$ cat config.mk
export PLATFORM = sky130hd
export DESIGN_NAME = rf_tr_sequencer
export DESIGN_NICKNAME = d
export VERILOG_FILES = /design/src/rtl/rf_tr_sequencer_pkg.sv /design/src/rtl/rf_tr_sequencer_watchdog.sv /design/src/rtl/rf_tr_sequencer.sv
export SDC_FILE = /design/constraint.sdc
export NUM_CORES = 1
export LEC_CHECK = 0
export BUFFER_PORTS_ARGS = -buffer_cell sky130_fd_sc_hd__buf_2
export CORE_MARGIN = 2
export CORE_UTILIZATION = 51
export DETAILED_ROUTE_END_ITERATION = 6
export HOLD_SLACK_MARGIN = 0.1
export PLACE_DENSITY = 0.85
export SLEW_MARGIN = 5
export SYNTH_ARGS = -nofsm -noshare
export SYNTH_HDL_FRONTEND = slang
export SYNTH_SLANG_ARGS = --single-unit
$ cat constraint.sdc
create_clock -name clk -period 5.7 [get_ports clk]
set_input_delay 1.71 -clock clk [delete_from_list [all_inputs] [get_ports clk]]
set_output_delay 1.71 -clock clk [all_outputs]
set_load 0.01 [all_outputs]
$ cat src/rtl/rf_tr_sequencer_pkg.sv
// ----------------------------------------------------------------------------
// rf_tr_sequencer_pkg
// Shared definitions for the RF T/R sequencing blocks in the xpu:
//   - DLY_W : width of the lead/lag/settle delay configuration and counter
//   - ST_W  : width of the exported sequencer state
//   - ST_*  : sequencer state encodings (fixed values, visible on the state port)
//   - WD_W  : width of the TX watchdog limit/counter
// ----------------------------------------------------------------------------
package rf_tr_sequencer_pkg;

  localparam int DLY_W = 10;
  localparam int ST_W  = 3;
  localparam int WD_W  = 16;

  typedef logic [DLY_W-1:0] dly_t;

  localparam logic [ST_W-1:0] ST_IDLE   = 3'd0;
  localparam logic [ST_W-1:0] ST_LEAD   = 3'd1;
  localparam logic [ST_W-1:0] ST_GRANT  = 3'd2;
  localparam logic [ST_W-1:0] ST_TX     = 3'd3;
  localparam logic [ST_W-1:0] ST_LAG    = 3'd4;
  localparam logic [ST_W-1:0] ST_SETTLE = 3'd5;

  // T/R switch sits on the TX side from LEAD through LAG.
  function automatic logic st_tr_sw_tx(input logic [ST_W-1:0] st);
    return (st == ST_LEAD) || (st == ST_GRANT) || (st == ST_TX) || (st == ST_LAG);
  endfunction

  // PA is powered from GRANT through LAG.
  function automatic logic st_pa_en(input logic [ST_W-1:0] st);
    return (st == ST_GRANT) || (st == ST_TX) || (st == ST_LAG);
  endfunction

endpackage

$ cat src/rtl/rf_tr_sequencer_watchdog.sv
// ----------------------------------------------------------------------------
// rf_tr_sequencer_watchdog
// TX duration watchdog, only present when RF_TX_WATCHDOG_EN is defined.
// Ports:
//   clk, rstn      : clock, synchronous active-low reset
//   tx_entry       : 1 on the cycle the sequencer is about to enter TX
//   in_tx          : 1 while the sequencer is in TX
//   cfg_tx_max     : TX limit in cycles, 0 disables the watchdog
//   expire         : 1 on the last allowed TX cycle (sequencer leaves TX next)
// ----------------------------------------------------------------------------
`ifdef RF_TX_WATCHDOG_EN
module rf_tr_sequencer_watchdog
  import rf_tr_sequencer_pkg::*;
(
  input  logic            clk,
  input  logic            rstn,
  input  logic            tx_entry,
  input  logic            in_tx,
  input  logic [WD_W-1:0] cfg_tx_max,
  output logic            expire
);

  logic [WD_W-1:0] cnt_q;
  logic [WD_W-1:0] cnt_d;

  // Counter holds the number of TX cycles already completed; saturates so a
  // disabled watchdog never wraps into a false match.
  always_comb begin
    cnt_d = cnt_q;
    if (tx_entry) begin
      cnt_d = '0;
    end else if (in_tx && (cnt_q != {WD_W{1'b1}})) begin
      cnt_d = cnt_q + 16'd1;
    end
  end

  always_ff @(posedge clk) begin
    if (!rstn) begin
      cnt_q <= '0;
    end else begin
      cnt_q <= cnt_d;
    end
  end

  // cfg_tx_max-th TX cycle is the last one, so TX lasts exactly cfg_tx_max cycles.
  assign expire = in_tx && (cfg_tx_max != '0) && (cnt_q == cfg_tx_max - 16'd1);

endmodule
`endif

$ cat src/rtl/rf_tr_sequencer.sv
// ----------------------------------------------------------------------------
// rf_tr_sequencer
// Sequences T/R switch, PA enable and RX blanking around a baseband transmit.
// IDLE -> LEAD -> GRANT -> TX -> LAG -> SETTLE -> IDLE, with abort from
// LEAD/GRANT to SETTLE when tx_req drops. All outputs are registered and
// always reflect the state currently held in the state register.
// Optional feature: define RF_TX_WATCHDOG_EN to add a TX duration watchdog
// (cfg_tx_max, wd_abort); without it wd_abort is tied 0.
// Ports:
//   clk, rstn                       : clock, synchronous active-low reset
//   tx_req                          : level request from TX control FSM
//   tx_bb_is_ongoing                : baseband TX active (level)
//   pulse_tx_bb_end                 : one-cycle end of baseband TX
//   cfg_pa_lead/cfg_pa_lag/cfg_rx_settle : delays, sampled on state entry
//   cfg_tx_max                      : watchdog limit (watchdog build only)
//   tx_grant, tr_sw_tx, pa_en, rx_blank, busy, state, wd_abort : outputs
// ----------------------------------------------------------------------------
module rf_tr_sequencer
  import rf_tr_sequencer_pkg::*;
(
  input  logic             clk,
  input  logic             rstn,
  input  logic             tx_req,
  input  logic             tx_bb_is_ongoing,
  input  logic             pulse_tx_bb_end,
  input  logic [DLY_W-1:0] cfg_pa_lead,
  input  logic [DLY_W-1:0] cfg_pa_lag,
  input  logic [DLY_W-1:0] cfg_rx_settle,
  input  logic [WD_W-1:0]  cfg_tx_max,
  output logic             tx_grant,
  output logic             tr_sw_tx,
  output logic             pa_en,
  output logic             rx_blank,
  output logic             busy,
  output logic [ST_W-1:0]  state,
  output logic             wd_abort
);

  logic [ST_W-1:0] state_q, state_d;
  dly_t            cnt_q, cnt_d;
  logic            tx_grant_q, tx_grant_d;
  logic            tr_sw_tx_q, tr_sw_tx_d;
  logic            pa_en_q, pa_en_d;
  logic            rx_blank_q, rx_blank_d;
  logic            busy_q, busy_d;
  logic            wd_abort_q, wd_abort_d;
  logic            wd_expire;

`ifdef RF_TX_WATCHDOG_EN
  rf_tr_sequencer_watchdog u_watchdog (
    .clk        (clk),
    .rstn       (rstn),
    .tx_entry   ((state_d == ST_TX) && (state_q != ST_TX)),
    .in_tx      (state_q == ST_TX),
    .cfg_tx_max (cfg_tx_max),
    .expire     (wd_expire)
  );
`else
  logic unused_cfg_tx_max;
  assign unused_cfg_tx_max = ^cfg_tx_max;
  assign wd_expire         = 1'b0;
`endif

  // Timed states load the counter on entry and leave when it reaches zero,
  // so a state lasts cfg+1 cycles and later cfg changes have no effect.
  always_comb begin
    state_d    = state_q;
    cnt_d      = (cnt_q != '0) ? cnt_q - dly_t'(1) : cnt_q;
    wd_abort_d = 1'b0;
    case (state_q)
      ST_IDLE: begin
        if (tx_req) begin
          state_d = ST_LEAD;
          cnt_d   = cfg_pa_lead;
        end
      end
      ST_LEAD: begin
        if (!tx_req) begin
          state_d = ST_SETTLE;
          cnt_d   = cfg_rx_settle;
        end else if (cnt_q == '0) begin
          state_d = ST_GRANT;
        end
      end
      ST_GRANT: begin
        // Baseband already started: it must be followed through even if the
        // request drops in the same cycle.
        if (tx_bb_is_ongoing) begin
          state_d = ST_TX;
        end else if (!tx_req) begin
          state_d = ST_SETTLE;
          cnt_d   = cfg_rx_settle;
        end
      end
      ST_TX: begin
        if (pulse_tx_bb_end) begin
          state_d = ST_LAG;
          cnt_d   = cfg_pa_lag;
        end else if (wd_expire) begin
          state_d    = ST_LAG;
          cnt_d      = cfg_pa_lag;
          wd_abort_d = 1'b1;
        end
      end
      ST_LAG: begin
        if (cnt_q == '0) begin
          state_d = ST_SETTLE;
          cnt_d   = cfg_rx_settle;
        end
      end
      ST_SETTLE: begin
        if (cnt_q == '0) begin
          state_d = ST_IDLE;
        end
      end
      default: begin
        state_d = ST_IDLE;
        cnt_d   = '0;
      end
    endcase

    // Outputs are decoded from the next state so the registered copies line
    // up with state_q on every cycle.
    tx_grant_d = (state_d == ST_GRANT);
    tr_sw_tx_d = st_tr_sw_tx(state_d);
    pa_en_d    = st_pa_en(state_d);
    rx_blank_d = (state_d != ST_IDLE);
    busy_d     = (state_d != ST_IDLE);
  end

  always_ff @(posedge clk) begin
    if (!rstn) begin
      state_q    <= ST_IDLE;
      cnt_q      <= '0;
      tx_grant_q <= 1'b0;
      tr_sw_tx_q <= 1'b0;
      pa_en_q    <= 1'b0;
      rx_blank_q <= 1'b0;
      busy_q     <= 1'b0;
      wd_abort_q <= 1'b0;
    end else begin
      state_q    <= state_d;
      cnt_q      <= cnt_d;
      tx_grant_q <= tx_grant_d;
      tr_sw_tx_q <= tr_sw_tx_d;
      pa_en_q    <= pa_en_d;
      rx_blank_q <= rx_blank_d;
      busy_q     <= busy_d;
      wd_abort_q <= wd_abort_d;
    end
  end

  assign state    = state_q;
  assign tx_grant = tx_grant_q;
  assign tr_sw_tx = tr_sw_tx_q;
  assign pa_en    = pa_en_q;
  assign rx_blank = rx_blank_q;
  assign busy     = busy_q;
  assign wd_abort = wd_abort_q;

endmodule

Yosys cells after proc, flatten, opt, wreduce, memory -nomap -nowiden

Index checks and enable logic that the tools add are counted.

Register bits after elaboration: 17
Input port bits: 51
Output and inout port bits: 9
Logic and storage cells: 41

$add $sub $neg: 1
Equal/unequal tests: 9
Multiplexer cells: 16
Reductions and logical operators: 9

Operator list:

| operator                                             | count |
|---|---|
| two-way mux 10 bit                                   | 6 |
| case mux 10 bit (6 select lines)                     | 1 |
| two-way mux 3 bit                                    | 8 |
| case mux 3 bit (6 select lines)                      | 1 |
| equality test 3 x 2 -> 1 bit (second input constant) | 4 |
| logical NOT 10 bit                                   | 1 |
| nonzero test 10 bit                                  | 1 |
| subtractor 10 x 1 -> 10 bit (second input constant)  | 1 |
| equality test 3 bit (second input constant)          | 3 |
| equality test 3 x 1 -> 1 bit (second input constant) | 2 |
| logical OR 1 bit                                     | 5 |
| logical NOT 3 bit                                    | 1 |
| nonzero test 3 bit                                   | 1 |

Logic depth before layout (Yosys ltp)

Depth in word-level cells: 8
Gate-level depth with buffers: 8
Gate-level depth less buffers: 7

Least setup slack after synthesis

Ideal clock, no wire load.

Kind: input-to-reg
Start: input tx_bb_is_ongoing
End: register cnt_q[8]
Setup time: 0.079 ns
Arrival time: 2.842 ns
Required time: 5.621 ns
Path slack: 2.778 ns
Cell stages on the path: 5
Path buffers: 0
Cell sequence: or3b_4 a211oi_4 nand2b_2 a221oi_2 a211oi_2

Word-level cells in the longest chain between the ends: 2

RTL lines:

| item                             | line                   | text |
|---|---|---|
| start, declared                  | rf_tr_sequencer.sv:24  | `input logic tx_bb_is_ongoing,` |
| two-way mux 10 bit               | rf_tr_sequencer.sv:88  | `if (tx_bb_is_ongoing) begin` |
| case mux 10 bit (6 select lines) | rf_tr_sequencer.sv:70  | `case (state_q)` |
| end signal, assigned             | rf_tr_sequencer.sv:143 | `cnt_q <= cnt_d;` |
| end, declared                    | rf_tr_sequencer.sv:40  | `dly_t cnt_q, cnt_d;` |

No other way between the ends.
A chain may end at the register's enable or synchronous reset.

Worst setup path in the final report

Start: input tx_req
End: register pa_en_q, in the netlist pa_en

Word-level cells in the longest chain between the ends: 6
Elaborated cells on any way between the ends: 10

RTL lines:

| item                                | line                      | text |
|---|---|---|
| start, declared                     | rf_tr_sequencer.sv:23     | `input logic tx_req,` |
| two-way mux 3 bit                   | rf_tr_sequencer.sv:90     | `end else if (!tx_req) begin` |
| two-way mux 3 bit                   | rf_tr_sequencer.sv:88     |  |
| case mux 3 bit (6 select lines) (*) | rf_tr_sequencer.sv:70     |  |
| equality test 3 x 2 -> 1 bit        | rf_tr_sequencer_pkg.sv:31 | `return (st == ST_GRANT) \|\| (st == ST_TX) \|\| (st == ST_LAG);` |
| logical OR 1 bit                    | rf_tr_sequencer_pkg.sv:31 |  |
| logical OR 1 bit (*)                | rf_tr_sequencer_pkg.sv:31 |  |
| end signal, assigned                | rf_tr_sequencer.sv:146    | `pa_en_q <= pa_en_d;` |
| end, declared                       | rf_tr_sequencer.sv:43     | `logic pa_en_q, pa_en_d;` |

Mark *: on every way between the ends. The rest lies on a longest branch, timed or not.

==> impl_metrics.csv <==
group,metric,value,unit
synth,synth-edff-count,0,
clock_network,htree_levels,1,
timing,finalCritPeriodShare,0.535,
finish,final_cell_mix,"buf_2 (42), dfxtp_1 (17), nand2_1 (13), o21ai_0 (12), a21oi_1 (12)",
pwr,p_leak,0.000630,uW
synth,ys_seq_elements,17,
timing,rsz0062_at_grt,"no",
synth,ys_types,57,
global_routing,grt_first_pass_wirelength,6420,um
synth,synth_area,0.00137,mm2
timing,worst_slew_pin_slew,1130,ps
floorplan,rows,18,
job,maxCapViolations,0,
route,postRouteAntennaNets,0,
clock_network,root_buffer,"clkbuf_4",
pwr,p_sw_frac,0.491,
finish,layout.nets,262,
floorplan,die_h,55.8,um
finish,seq_area,340,um2
finish,diodes,0,
setup_path,critPathCaptureType,"register",
placed_design,place_congestion,0.928,
clock_network,insertion_delay,310,ps
finish,final_common_cell,"buf_2",
global_routing,use_met3,0.0698,
min_path,min_from,"cnt_q[9]",
synth,ys_seq_area_frac,0.249,
route,drt-total-wl,3860,um
placed_design,portBuffers,42,
finish,syn_to_final_growth,16.5,%
synth,synth-warning-count,0,
route,vias_per_cell,6.45,
finish,drive_above_1_share,0.284,
global_routing,grt_pass1_vias,1504,
synth,synth_top_area_cell,"dfxtp_1",
setup_path,critPathMaxFanout,14,
global_routing,antenna_found_initial,0,
synth,syn_nets,224,
timing,setup_violations,0,
setup_path,r2r_slack,3000,ps
finish,n_fill_cell,224,
clock_network,cts.sinks,17,
timing,hold_violations,0,
global_routing,grt_max_degree,21,
setup_path,worstPathRequired,5940,ps
floorplan,die_w,55.8,um
timing,max_slew_margin,0.245,
clock_network,cts_setup_buffers,0,
timing,period_needed,3050,ps
min_path,hold-path-endpoint,"cnt_q[9]",
global_routing,overflow,0,
route,routedWlPerCell,16.2,um
pwr,power.internal,426,uW
clock_network,cts.path.max_buffers,2,
global_routing,use_met1,0.302,
synth,synthCells,171,
min_path,worstHoldPathCells,3,
synth,yosys-top-cells-area,"dfxtp_1 (25%), a21oi_1 (4.4%), o21ai_0 (4.4%), a222oi_1 (3.7%), nand2b_1 (3.7%)",
setup_path,cp.arrival,3290,ps
global_routing,grtUsageTotal,0.251,
timing,skew,4.26,ps
pwr,power_density,526,mW/mm2
synth,synthFlopType,"dfxtp_1",
synth,avgSynthCellArea,7.99,um2
min_path,holdCritPathClass,"reg2reg",
floorplan,start_util,0.547,
floorplan,die_area,0.00311,mm2
setup_path,worstRegToRegCells,7,
clock_network,path_clk_slew,110,ps
timing,drv_slew,0,
setup_path,cp-start-kind,"input port",
synth,synthArstFlopShare,0,
finish,utilization,0.637,
clock_network,postCtsHoldBufs,0,
synth,synth_top_cell_area_share,0.249,
route,first_pass_iters,5,
finish,multi_input_area,943,um2
timing,clock.fmax,0.328,GHz
setup_path,criticalPathCategory,"in2reg",
pwr,p_switching,411,uW
setup_path,reg2reg_to,"cnt_q[6]",
floorplan,coreArea,0.00250,mm2
placed_design,place.detailed.hpwl,2910,um
clock_network,cts_tree,"yes",
pwr,ir_drop,0.387,mV
route,drt_iter0_drc,102,
route,drc,0,
clock_network,cts_buffers,3,
route,vias,1534,
global_routing,busiest_layer,"met2",
pwr,comb_power_share,0.629,
pwr,p_clk_frac,0.086,
global_routing,grtUsageMet2,0.432,
floorplan,io_pins,60,
outcome,status,"finished, final reports clean",
pwr,sequentialPowerShare,0.286,
setup_path,worst_r2r_startpoint,"cnt_q[0]",
clock_network,cts-resized-gates,0,
timing,fin_tns_setup,0,ps
[how the worst max path moves through the flow]
stage,from,cells past startpoint,to
CTS,tx_req,6,pa_en
detailed placement,tx_req,6,pa_en
global route,tx_req,6,pa_en
finish,tx_req,6,pa_en
floorplan,tx_bb_is_ongoing,5,cnt_q[8]
global placement,tx_req,6,pa_en
[kinds of logic (layout without fill, tap and decap cells)]
kind of cell	count (synthesis)	after routing	share of synthesized area
other cells	1	1	0.00274
buf+inv	16	53	0.0604
flops	17	17	0.249
compound gates	67	67	0.369
simple gates	64	64	0.273
xor+xnor	2	2	0.0128
mux	2	2	0.0147
fa+ha+maj	2	2	0.0183
[cells in the mapped netlist (3+ instances only)]
library cell and number:
nand3_1 5, inv_1 6, nand2b_1 8, dfxtp_1 17
a31oi_1 4, a222oi_1 5, nand4_1 3, buf_4 3
buf_2 3, nand2_1 13, o211ai_1 3, nor2_1 10
nor3_1 6, a32oi_1 3, a21o_1 3, nor3b_1 3
o21ai_0 12, a22oi_1 5, a21oi_1 12
[critical path, stage by stage]
cell	delay, ps
buf_2	270
or3b_2	470
a32oi_1	220
o211ai_1	190
or2_1	270
a21oi_1	150
[power by group through the flow]
stage | Clock (uW) | Sequential [uW] | Combinational [uW]
4_1_cts | 72.2 | 236 | 521
3_5_place_dp | 0 | 238 | 517
5_1_grt | 75.0 | 246 | 577
2_1_floorplan | 0 | 218 | 419
3_3_place_gp | 0 | 234 | 497
6_report | 71.7 | 239 | 526
[layer usage]
metal / routed length [um] / vias up
li1: - / 738
met1: 1640 / 721
met2: 1870 / 68
met3: 305 / 7
met4: 37 / 0
met5: 0 / -
[per-stage QoR]
step                      power (uW)  cell area [um2]  worst slack [ps]  hold slack [ps]  cells
after CTS                        830             1590              2660              649    238
after global routing             898             1590              2550              682    238
after floorplan                  637             1370              2780              603    171
after detailed placement         755             1560              2340              634    234
final                            837             1590              2650              648    238
after global placement           731             1560              2380              636    234
[flip-flops by register name (all words and copies together), names as in the netlist]
signal	flops
tx_grant	1
tr_sw_tx	1
pa_en	1
state	3
busy	1
cnt_q	10
[layout make-up]
| cell class | count | share of cell area |
|---|---|---|
| Tap cell | 30 | 0.0236 |
| Inverter | 6 | 0.0142 |
| Multi-Input combinational cell | 138 | 0.593 |
| Clock inverter | 1 | 0.00472 |
| Sequential cell | 17 | 0.214 |
| Clock buffer | 3 | 0.0142 |
| Timing Repair Buffer | 43 | 0.137 |
(Power assumes the default switching activity.)
